File: src/rtl/e_nested_assembler_pkg.sv
// Types and constants for the e_nested_assembler gather stage.
// The record types mirror those used by the inAndOut design. The eNestedSt
// width is the sum of its fields: 1 (variablea) + 7 (bob) + 2 x 5 (joe) = 18.
package e_nested_assembler_pkg;

    typedef logic [1:0] aBiggerT;

    typedef struct packed {
        logic [1:0] variablea;
    } aSt;

    typedef logic [4:0] seeSt;
    typedef logic [6:0] dSt;

    localparam int ASM_C_BEATS = 2;

    typedef struct packed {
        logic                    variablea;
        dSt                      bob;
        seeSt [ASM_C_BEATS-1:0]  joe;
    } eNestedSt;

    typedef struct packed {
        aBiggerT hdr;
    } eHeaderSt;

    typedef enum logic {
        ASM_COLLECT = 1'b0,
        ASM_OUT     = 1'b1
    } asmStateT;

    localparam int E_W = $bits(eNestedSt);
    localparam int H_W = $bits(eHeaderSt);

    // Sequence header advance, wrapping 3 -> 0.
    function automatic aBiggerT next_seq(input aBiggerT seq);
        return seq + 2'd1;
    endfunction

endpackage

File: src/rtl/e_nested_assembler_collector.sv
// e_nested_collector: tracks which input beats of the current set have been
// captured (a flag, c beat count, d flag), holds the partial record, and
// reports when the set is complete including this cycle's handshakes.
// Readys depend only on registered flags and the enable input.
module e_nested_collector
    import e_nested_assembler_pkg::*;
(
    input  logic     clk,
    input  logic     rst_n,
    input  logic     enable,
    input  logic     clear,
    input  logic     a_valid,
    output logic     a_ready,
    input  aSt       a_data,
    input  logic     c_valid,
    output logic     c_ready,
    input  seeSt     c_data,
    input  logic     d_valid,
    output logic     d_ready,
    input  dSt       d_data,
    output eNestedSt rec_next,
    output logic     done
);

    localparam logic [1:0] C_FULL = 2'(ASM_C_BEATS);

    logic       a_got_r;
    logic       d_got_r;
    logic [1:0] c_cnt_r;
    eNestedSt   rec_r;

    logic       a_fire_s;
    logic       c_fire_s;
    logic       d_fire_s;
    logic       a_got_s;
    logic       d_got_s;
    logic [1:0] c_cnt_s;
    eNestedSt   rec_s;
    logic       a_hi_unused_s;

    // Only bit 0 of the aSt field is carried into the record.
    assign a_hi_unused_s = a_data.variablea[1];

    assign a_ready  = enable && !a_got_r;
    assign c_ready  = enable && (c_cnt_r < C_FULL);
    assign d_ready  = enable && !d_got_r;

    assign a_fire_s = a_valid && a_ready;
    assign c_fire_s = c_valid && c_ready;
    assign d_fire_s = d_valid && d_ready;

    // Merge this cycle's handshakes into the flags and partial record.
    always_comb begin
        rec_s   = rec_r;
        a_got_s = a_got_r;
        d_got_s = d_got_r;
        c_cnt_s = c_cnt_r;
        if (a_fire_s) begin
            a_got_s         = 1'b1;
            rec_s.variablea = a_data.variablea[0];
        end else begin
            a_got_s         = a_got_r;
        end
        if (c_fire_s) begin
            c_cnt_s = c_cnt_r + 2'd1;
            case (c_cnt_r)
                2'd0:    rec_s.joe[0] = c_data;
                2'd1:    rec_s.joe[1] = c_data;
                default: rec_s.joe    = rec_r.joe;
            endcase
        end else begin
            c_cnt_s = c_cnt_r;
        end
        if (d_fire_s) begin
            d_got_s   = 1'b1;
            rec_s.bob = d_data;
        end else begin
            d_got_s   = d_got_r;
        end
    end

    assign rec_next = rec_s;
    assign done     = a_got_s && d_got_s && (c_cnt_s == C_FULL);

    // Collection state; a transfer out of the collector empties the set.
    always_ff @(posedge clk or negedge rst_n) begin
        if (!rst_n) begin
            a_got_r <= 1'b0;
            d_got_r <= 1'b0;
            c_cnt_r <= 2'd0;
            rec_r   <= '0;
        end else if (clear) begin
            a_got_r <= 1'b0;
            d_got_r <= 1'b0;
            c_cnt_r <= 2'd0;
            rec_r   <= '0;
        end else begin
            a_got_r <= a_got_s;
            d_got_r <= d_got_s;
            c_cnt_r <= c_cnt_s;
            rec_r   <= rec_s;
        end
    end

endmodule

File: src/rtl/e_nested_assembler.sv
// e_nested_assembler: gathers one aSt, two seeSt and one dSt beat into an
// eNestedSt record tagged with a 2-bit sequence header, presented on one
// valid/ready output.
// Optional macro E_NESTED_ASSEMBLER_OVERLAP_EN: keep collecting the next set
// while the output register holds a record (one record per 2 cycles).
// Without it the input readys are all 0 while a record is held.
module e_nested_assembler
    import e_nested_assembler_pkg::*;
#(
    parameter aBiggerT SEQ_INIT = 2'd0
) (
    input  logic           clk,
    input  logic           rst_n,
    input  logic           a_valid,
    output logic           a_ready,
    input  logic [1:0]     a_data,
    input  logic           c_valid,
    output logic           c_ready,
    input  logic [4:0]     c_data,
    input  logic           d_valid,
    output logic           d_ready,
    input  logic [6:0]     d_data,
    output logic           e_valid,
    input  logic           e_ready,
    output logic [E_W-1:0] e_data,
    output logic [H_W-1:0] e_hdr
);

    asmStateT state_r;
    asmStateT state_s;
    eNestedSt e_data_r;
    eHeaderSt hdr_r;

    logic     enable_s;
    logic     done_s;
    logic     load_s;
    logic     consume_s;
    eNestedSt rec_next_s;

`ifdef E_NESTED_ASSEMBLER_OVERLAP_EN
    assign enable_s = 1'b1;
`else
    assign enable_s = (state_r == ASM_COLLECT);
`endif

    e_nested_collector u_collector (
        .clk      (clk),
        .rst_n    (rst_n),
        .enable   (enable_s),
        .clear    (load_s),
        .a_valid  (a_valid),
        .a_ready  (a_ready),
        .a_data   (aSt'(a_data)),
        .c_valid  (c_valid),
        .c_ready  (c_ready),
        .c_data   (c_data),
        .d_valid  (d_valid),
        .d_ready  (d_ready),
        .d_data   (d_data),
        .rec_next (rec_next_s),
        .done     (done_s)
    );

    // A complete set moves to the output when it is empty or being drained.
    // Without overlap a set can only complete while the output is empty.
    assign load_s = done_s && ((state_r == ASM_COLLECT) || e_ready);

    // Next-state: output register occupancy.
    always_comb begin
        state_s   = state_r;
        consume_s = 1'b0;
        case (state_r)
            ASM_COLLECT: begin
                consume_s = 1'b0;
                if (load_s) begin
                    state_s = ASM_OUT;
                end else begin
                    state_s = ASM_COLLECT;
                end
            end
            ASM_OUT: begin
                consume_s = e_ready;
                if (e_ready && !load_s) begin
                    state_s = ASM_COLLECT;
                end else begin
                    state_s = ASM_OUT;
                end
            end
            default: begin
                consume_s = 1'b0;
                state_s   = ASM_COLLECT;
            end
        endcase
    end

    // State register.
    always_ff @(posedge clk or negedge rst_n) begin
        if (!rst_n) begin
            state_r <= ASM_COLLECT;
        end else begin
            state_r <= state_s;
        end
    end

    // Output record register, held until the next set is loaded.
    always_ff @(posedge clk or negedge rst_n) begin
        if (!rst_n) begin
            e_data_r <= '0;
        end else if (load_s) begin
            e_data_r <= rec_next_s;
        end else begin
            e_data_r <= e_data_r;
        end
    end

    // Sequence header advances once per consumed record.
    always_ff @(posedge clk or negedge rst_n) begin
        if (!rst_n) begin
            hdr_r.hdr <= SEQ_INIT;
        end else if (consume_s) begin
            hdr_r.hdr <= next_seq(hdr_r.hdr);
        end else begin
            hdr_r.hdr <= hdr_r.hdr;
        end
    end

    assign e_valid = (state_r == ASM_OUT);
    assign e_data  = e_data_r;
    assign e_hdr   = hdr_r;

endmodule

File: config.mk
export PLATFORM = sky130hd
export DESIGN_NAME = e_nested_assembler
export DESIGN_NICKNAME = d
export VERILOG_FILES = /design/src/rtl/e_nested_assembler_pkg.sv /design/src/rtl/e_nested_assembler_collector.sv /design/src/rtl/e_nested_assembler.sv
export SDC_FILE = /design/constraint.sdc
export NUM_CORES = 1
export LEC_CHECK = 0
export ABC_AREA = 1
export BUFFER_PORTS_ARGS = -buffer_cell sky130_fd_sc_hd__buf_2
export CAP_MARGIN = 5
export CORE_ASPECT_RATIO = 1.5
export CORE_UTILIZATION = 52
export DETAILED_ROUTE_END_ITERATION = 6
export PLACE_DENSITY = 0.82
export RECOVER_POWER = 25
export SLEW_MARGIN = 15
export SYNTH_ARGS = -nofsm -noshare
export SYNTH_HDL_FRONTEND = slang
export SYNTH_SLANG_ARGS = --single-unit
export TNS_END_PERCENT = 1
File: constraint.sdc
create_clock -name clk -period 2.2 [get_ports clk]
set_input_delay 0.33 -clock clk [delete_from_list [all_inputs] [get_ports clk]]
set_output_delay 0.33 -clock clk [all_outputs]
set_load 0.1 [all_outputs]
==> impl_metrics.toml, run 1 <==
[sta]
fmax_mhz = 492
clock_skew_ns = 0.00442
rsz0062_at_grt = "false"
finalHoldViolations = 0
setup_viol = 0
slew_headroom_pct = 30.9
min_period_ns = 2.03
fin_crit_sh_pct = 92.4
tightest_slew_ns = 1.04
whs_ns = 0.227
setup_tns_ns = 0
drv_slew = 0

[yosys]
synth_area_um2 = 2040
synth_seq_area_share_pct = 52.9
synth_area_per_cell_um2 = 8.59
ys_warn_count = 0
synth-seq-cells = 43
synth_cell_type_count = 23
syn-instance-count = 237
postSynthNetCount = 259

[floorplanning]
die_h_um = 78.6
dieArea_um2 = 4170
io_pins = 44
core_um2 = 3720
dieWidth_um = 53.1
rows = 27
initial_utilization_pct = 54.8

[placement]
gp_congestion = 0.768
dp_hpwl_um = 2870
port_buffers = 42

[clock_tree]
cts-htree-levels = 2
post_cts_resized = 0
cts-root-buf = "clkbuf_8"
cts_hold_buf = 1
clockBufferDepth = 2
cts.sinks = 43
clk_pin_slew_worst_paths_ns = 0.08
clk_latency_ns = 0.30
cts_inserted_buffers = 5
post-cts-setup-buffers = 0
cts_tree = "done"

[global_route]
grt_use_met2_pct = 39.2
antenna_found_initial = 0
grt_pass1_wl_um = 6860
grtUsageTotal_pct = 22.8
grt_max_degree = 44
grt_use_met3_pct = 7.36
grt_overflow = 0
grt-busiest-layer = "met2"
grt.met1_usage_pct = 23.8
first_global_vias = 1652

[cells_and_area]
syn_to_final_growth_pct = 17.0
drive_above_1_share_pct = 30.4
n_antenna_cell = 0
final_core_util_pct = 64.1
fin_nets = 304

[drt]
drc = 0
ant_nets = 0
vias_per_cell = 5.27
vias = 1717
wl_per_cell_um = 12.9
firstDrtPassIters = 4
wl_um = 4200
dr.first_iter.drc_count = 49

[worst_setup_path]
cp.required_ns = 1.87
worst-setup-path-type = "register to output pin"
critPathLaunchType = "register"
arrival_ns = 1.70
cp_max_fo = 15
crit_path_end_kind = "output pin"

[worst_hold_path]
min_path_type = "primary input to register"

[run]
drv_cap = 0

[status]
outcome = "finished, final reports clean"
[layout make-up]
class / count / area, um^2
fill: 339 / 1330
sequential: 43 / 1080
multi-input combinational: 154 / 769
timing repair buffer: 52 / 285
clock buffer: 8 / 100
inverter: 26 / 97.6
tap: 43 / 53.8
[state kept, by name, summed over array words and instances, names as in the netlist]
signal / count
e_data: 18
e_hdr: 2
e_valid: 1
u_collector.d_got_r: 1
u_collector.rec_r: 18
u_collector.c_cnt_r: 2
u_collector.a_got_r: 1
[through the flow]
stage | setup WS, ns | instance area (um^2) | cells
3_5_place_dp | 0.485 | 2290 | 317
6_report | 0.167 | 2380 | 326
4_1_cts | 0.161 | 2400 | 326
5_1_grt | 0.103 | 2380 | 326
2_1_floorplan | -0.110 | 2050 | 237
3_3_place_gp | 0.500 | 2290 | 317
[synth_stat cells]
master | n | area, um^2
buf_2 | 6 | 30.0
inv_1 | 15 | 56.3
clkbuf_1 | 1 | 3.75
nand3_2 | 1 | 10.0
o21ai_2 | 1 | 8.76
nand2_2 | 9 | 56.3
o21bai_2 | 2 | 22.5
xor2_1 | 1 | 8.76
nand3_1 | 11 | 55.1
nor2_1 | 2 | 7.51
a31oi_1 | 2 | 12.5
nand2_1 | 89 | 334
dfrtp_1 | 43 | 1080
nor2_4 | 1 | 11.3
and3_1 | 1 | 6.26
or2_1 | 1 | 6.26
buf_4 | 2 | 15.0
nand4_1 | 28 | 175
ha_1 | 2 | 25.0
nor2_2 | 2 | 12.5
a21oi_1 | 1 | 5.00
inv_2 | 11 | 41.3
buf_6 | 5 | 56.3
[layer usage]
layer | vias to the layer above | wire length (um)
met3 | 13 | 152
met1 | 822 | 1700
li1 | 848 | -
met4 | 0 | 130
met5 | - | 0
met2 | 34 | 2220
[worst max-delay path: stages, from the launching register on]
cell and delay (ns):
dfrtp_1 0.56, nor2_4 0.35, buf_2 0.49
[logic make-up (layout without fill, tap and decap cells)]
logic type      Yosys count  count (layout)  synth area share (%)
flops                    43              43                  52.9
xor+xnor                  1               1                 0.430
fa+ha+maj                 2               2                  1.23
buf+inv                  40              86                  9.96
compound gates            6               6                  2.40
simple gates            145             145                  33.1
[final timing paths]
check	from	slack, ns	endpoint	cells after the start
worst max register to register	e_valid	0.46	u_collector.rec_r[14]	7
worst max-delay path	e_valid	0.17	c_ready	2
worst min-delay path	e_ready	0.23	e_valid	2
max in group asynchronous	rst_n	0.75	u_collector.rec_r[6]	3
worst min register to register	e_hdr[1]	0.47	e_hdr[1]	1
min in group asynchronous	rst_n	0.82	u_collector.rec_r[7]	3
[placed cells by master, fill, tap and decap left out, types with 2 or more instances in the layout]
cell type	count
nand2_2	9
buf_2	42
inv_1	15
buf_4	8
ha_1	2
clkbuf_8	7
inv_2	11
nand2_1	89
nand4_1	28
a31oi_1	2
o21bai_2	2
dfrtp_1	43
nor2_4	3
nand3_1	11
Power of run 1 is not shown: default switching activity piles up to over one toggle a cycle in this logic, so the estimate is an artifact.
==> run 2: changes to the inputs <==
--- a/config.mk
+++ b/config.mk
@@ -11,10 +11,11 @@
 export CORE_ASPECT_RATIO = 1.5
 export CORE_UTILIZATION = 52
 export DETAILED_ROUTE_END_ITERATION = 6
-export PLACE_DENSITY = 0.82
+export PLACE_DENSITY = 0.81
 export RECOVER_POWER = 25
 export SLEW_MARGIN = 15
 export SYNTH_ARGS = -nofsm -noshare
 export SYNTH_HDL_FRONTEND = slang
+export SYNTH_HIERARCHICAL = 1
 export SYNTH_SLANG_ARGS = --single-unit
 export TNS_END_PERCENT = 1
==> run 2 against run 1 <==
Against the previous run: clock skew grew 0.0030 ns; via count up 4.5%; non-clock buffer count is 5 lower; synthesized area increased by 8.4%; sequential share of layout area down 2.7 points; core utilization shrank 0.70 points; worst hold slack worse by 0.027 ns; synthesized cell count increased by 13%.
==> impl_metrics.toml, run 2 <==
[yosys]
synth_area_um2 = 2210
synth.most_common_cell = "nand2_1"
ys_warn_count = 6
yosysTopAreaCell = "dfrtp_1"
synthTopCellsByCount = "111 x nand2_1, 43 x dfrtp_1, 32 x inv_1"
synth_flop_cell = "dfrtp_1"
synthDominantCellAreaShare_pct = 48.8
synth-seq-cells = 43
syn-instance-count = 268
async_reset_ff_share_pct = 100
postSynthNetCount = 292
synth_seq_area_share_pct = 48.8
synth_cell_type_count = 24
synth_area_leaders = "dfrtp_1 49%, nand2_1 19%, inv_1 5.4%"
synth_area_per_cell_um2 = 8.24
synth-edff-count = 0

[placement]
port_buffers = 42
dp_hpwl_um = 2950
placed_cell_area_um2 = 2420
gp_congestion = 0.776

[floorplanning]
die_h_um = 81.8
io_pins = 44
dieArea_um2 = 4510
core_um2 = 3990
initial_utilization_pct = 55.3
dieWidth_um = 55.2
rows = 28

[drt]
drc = 0
vias_per_cell = 5.01
firstDrtPassIters = 4
wl_um = 4360
dr.first_iter.drc_count = 51
ant_nets = 0
wl_per_cell_um = 12.2
vias = 1795

[global_route]
first_global_vias = 1637
antenna_found_initial = 0
grt_max_degree = 44
grt_pass1_wl_um = 7070
grtUsageTotal_pct = 22.5
grt_overflow = 0

[worst_setup_path]
cp_common_cell = "inv_1"
crit_path_end_kind = "output pin"
slowest_stage = "dfrtp_1"
cp.required_ns = 1.87
worst-setup-path-type = "register to output pin"
crit_path_max_incr_delay_ns = 0.43
critPathLaunchType = "register"
worst_r2r_path_depth = 9
arrival_ns = 1.71
path_cells = "inv_1 -> inv_1 -> nor2_2 -> buf_2"
cp_max_fo = 8

[clock_tree]
clk_pin_slew_worst_paths_ns = 0.08
cts-root-buf = "clkbuf_8"
cts-htree-levels = 2
clockBufferDepth = 2
cts_tree = "done"
cts_inserted_buffers = 5
clk_latency_ns = 0.30
cts.sinks = 43
post_cts_resized = 0
cts_hold_buf = 0
post-cts-setup-buffers = 0

[cells_and_area]
n_antenna_cell = 0
final_core_util_pct = 63.4
multi_input_area_um2 = 908
final_common_cell = "nand2_1"
syn_to_final_growth_pct = 14.7
final_area_um2 = 2530
final.fill_count = 382
seq_area_um2 = 1080
fin_nets = 336
drive_above_1_share_pct = 26.5
mostFrequentLayoutCells = "111 x nand2_1, 43 x dfrtp_1, 41 x buf_2"

[sta]
drv_slew = 0
slew_headroom_pct = 31.0
setup_viol = 0
fin_crit_sh_pct = 92.9
min_period_ns = 2.04
setup_tns_ns = 0
tightest_slew_ns = 1.04
clock_skew_ns = 0.00740
finalHoldViolations = 0
rsz0062_at_grt = "false"
fmax_mhz = 489

[worst_hold_path]
min_path_type = "primary input to async pin"

[run]
drv_cap = 0

[status]
outcome = "finished, final reports clean"
run 2: logic make-up (layout without fill, tap and decap cells):
logic type | count (synthesis) | in the layout | synth area share (%)
and+or+nand+nor | 153 | 153 | 31.4
DFF | 43 | 43 | 48.8
buffers and inverters | 43 | 88 | 10.4
AOI/OAI and AO/OA | 25 | 25 | 7.14
adders and majority gates | 4 | 4 | 2.27
run 2: per-stage QoR:
step	hold WS, ns	cells	worst slack, ns
final	0.200	358	0.157
after CTS	0.204	358	0.159
after global routing	0.289	358	0.0422
after detailed placement	0.453	350	0.279
after global placement	0.449	350	0.322
after floorplan	0.0344	268	0.00945
run 2: area by class of cell:
| type | count | share of cell area (%) |
|---|---|---|
| clock buffers | 6 | 3.26 |
| inverters | 33 | 4.99 |
| flip-flops and latches | 43 | 42.5 |
| well taps | 45 | 2.22 |
| clock inverters | 2 | 1.38 |
| multi-input cells | 182 | 35.9 |
| repair buffers | 47 | 9.78 |
run 2: path summary, 6_finish.rpt:
kind,startpoint,end,slack (ns)
max reg2reg,e_valid,u_collector/rec_r[8],0.24
max,e_valid,a_ready,0.16
max in group asynchronous,rst_n,e_data[8],1.36
min in group clk,d_data[1],u_collector/rec_r[11],0.28
min reg2reg,e_data[8],e_data[8],0.47
min,rst_n,e_data[0],0.20
run 2: critical path: cells and delay by family, from the launching register on:
family / cells / cell delay [ns]
DFF: 1 / 0.43
buffers and inverters: 3 / 0.87
and+or+nand+nor: 1 / 0.11
run 2: metal layers:
| layer | wire length, um | vias to the layer above | GRT usage [%] |
|---|---|---|---|
| met5 | 0 | - | 0 |
| met1 | 1810 | 828 | 26.5 |
| li1 | - | 912 | - |
| met2 | 2260 | 45 | 37.1 |
| met3 | 188 | 10 | 5.00 |
| met4 | 106 | 0 | 11.3 |
Power of run 2 is left out for the same reason.
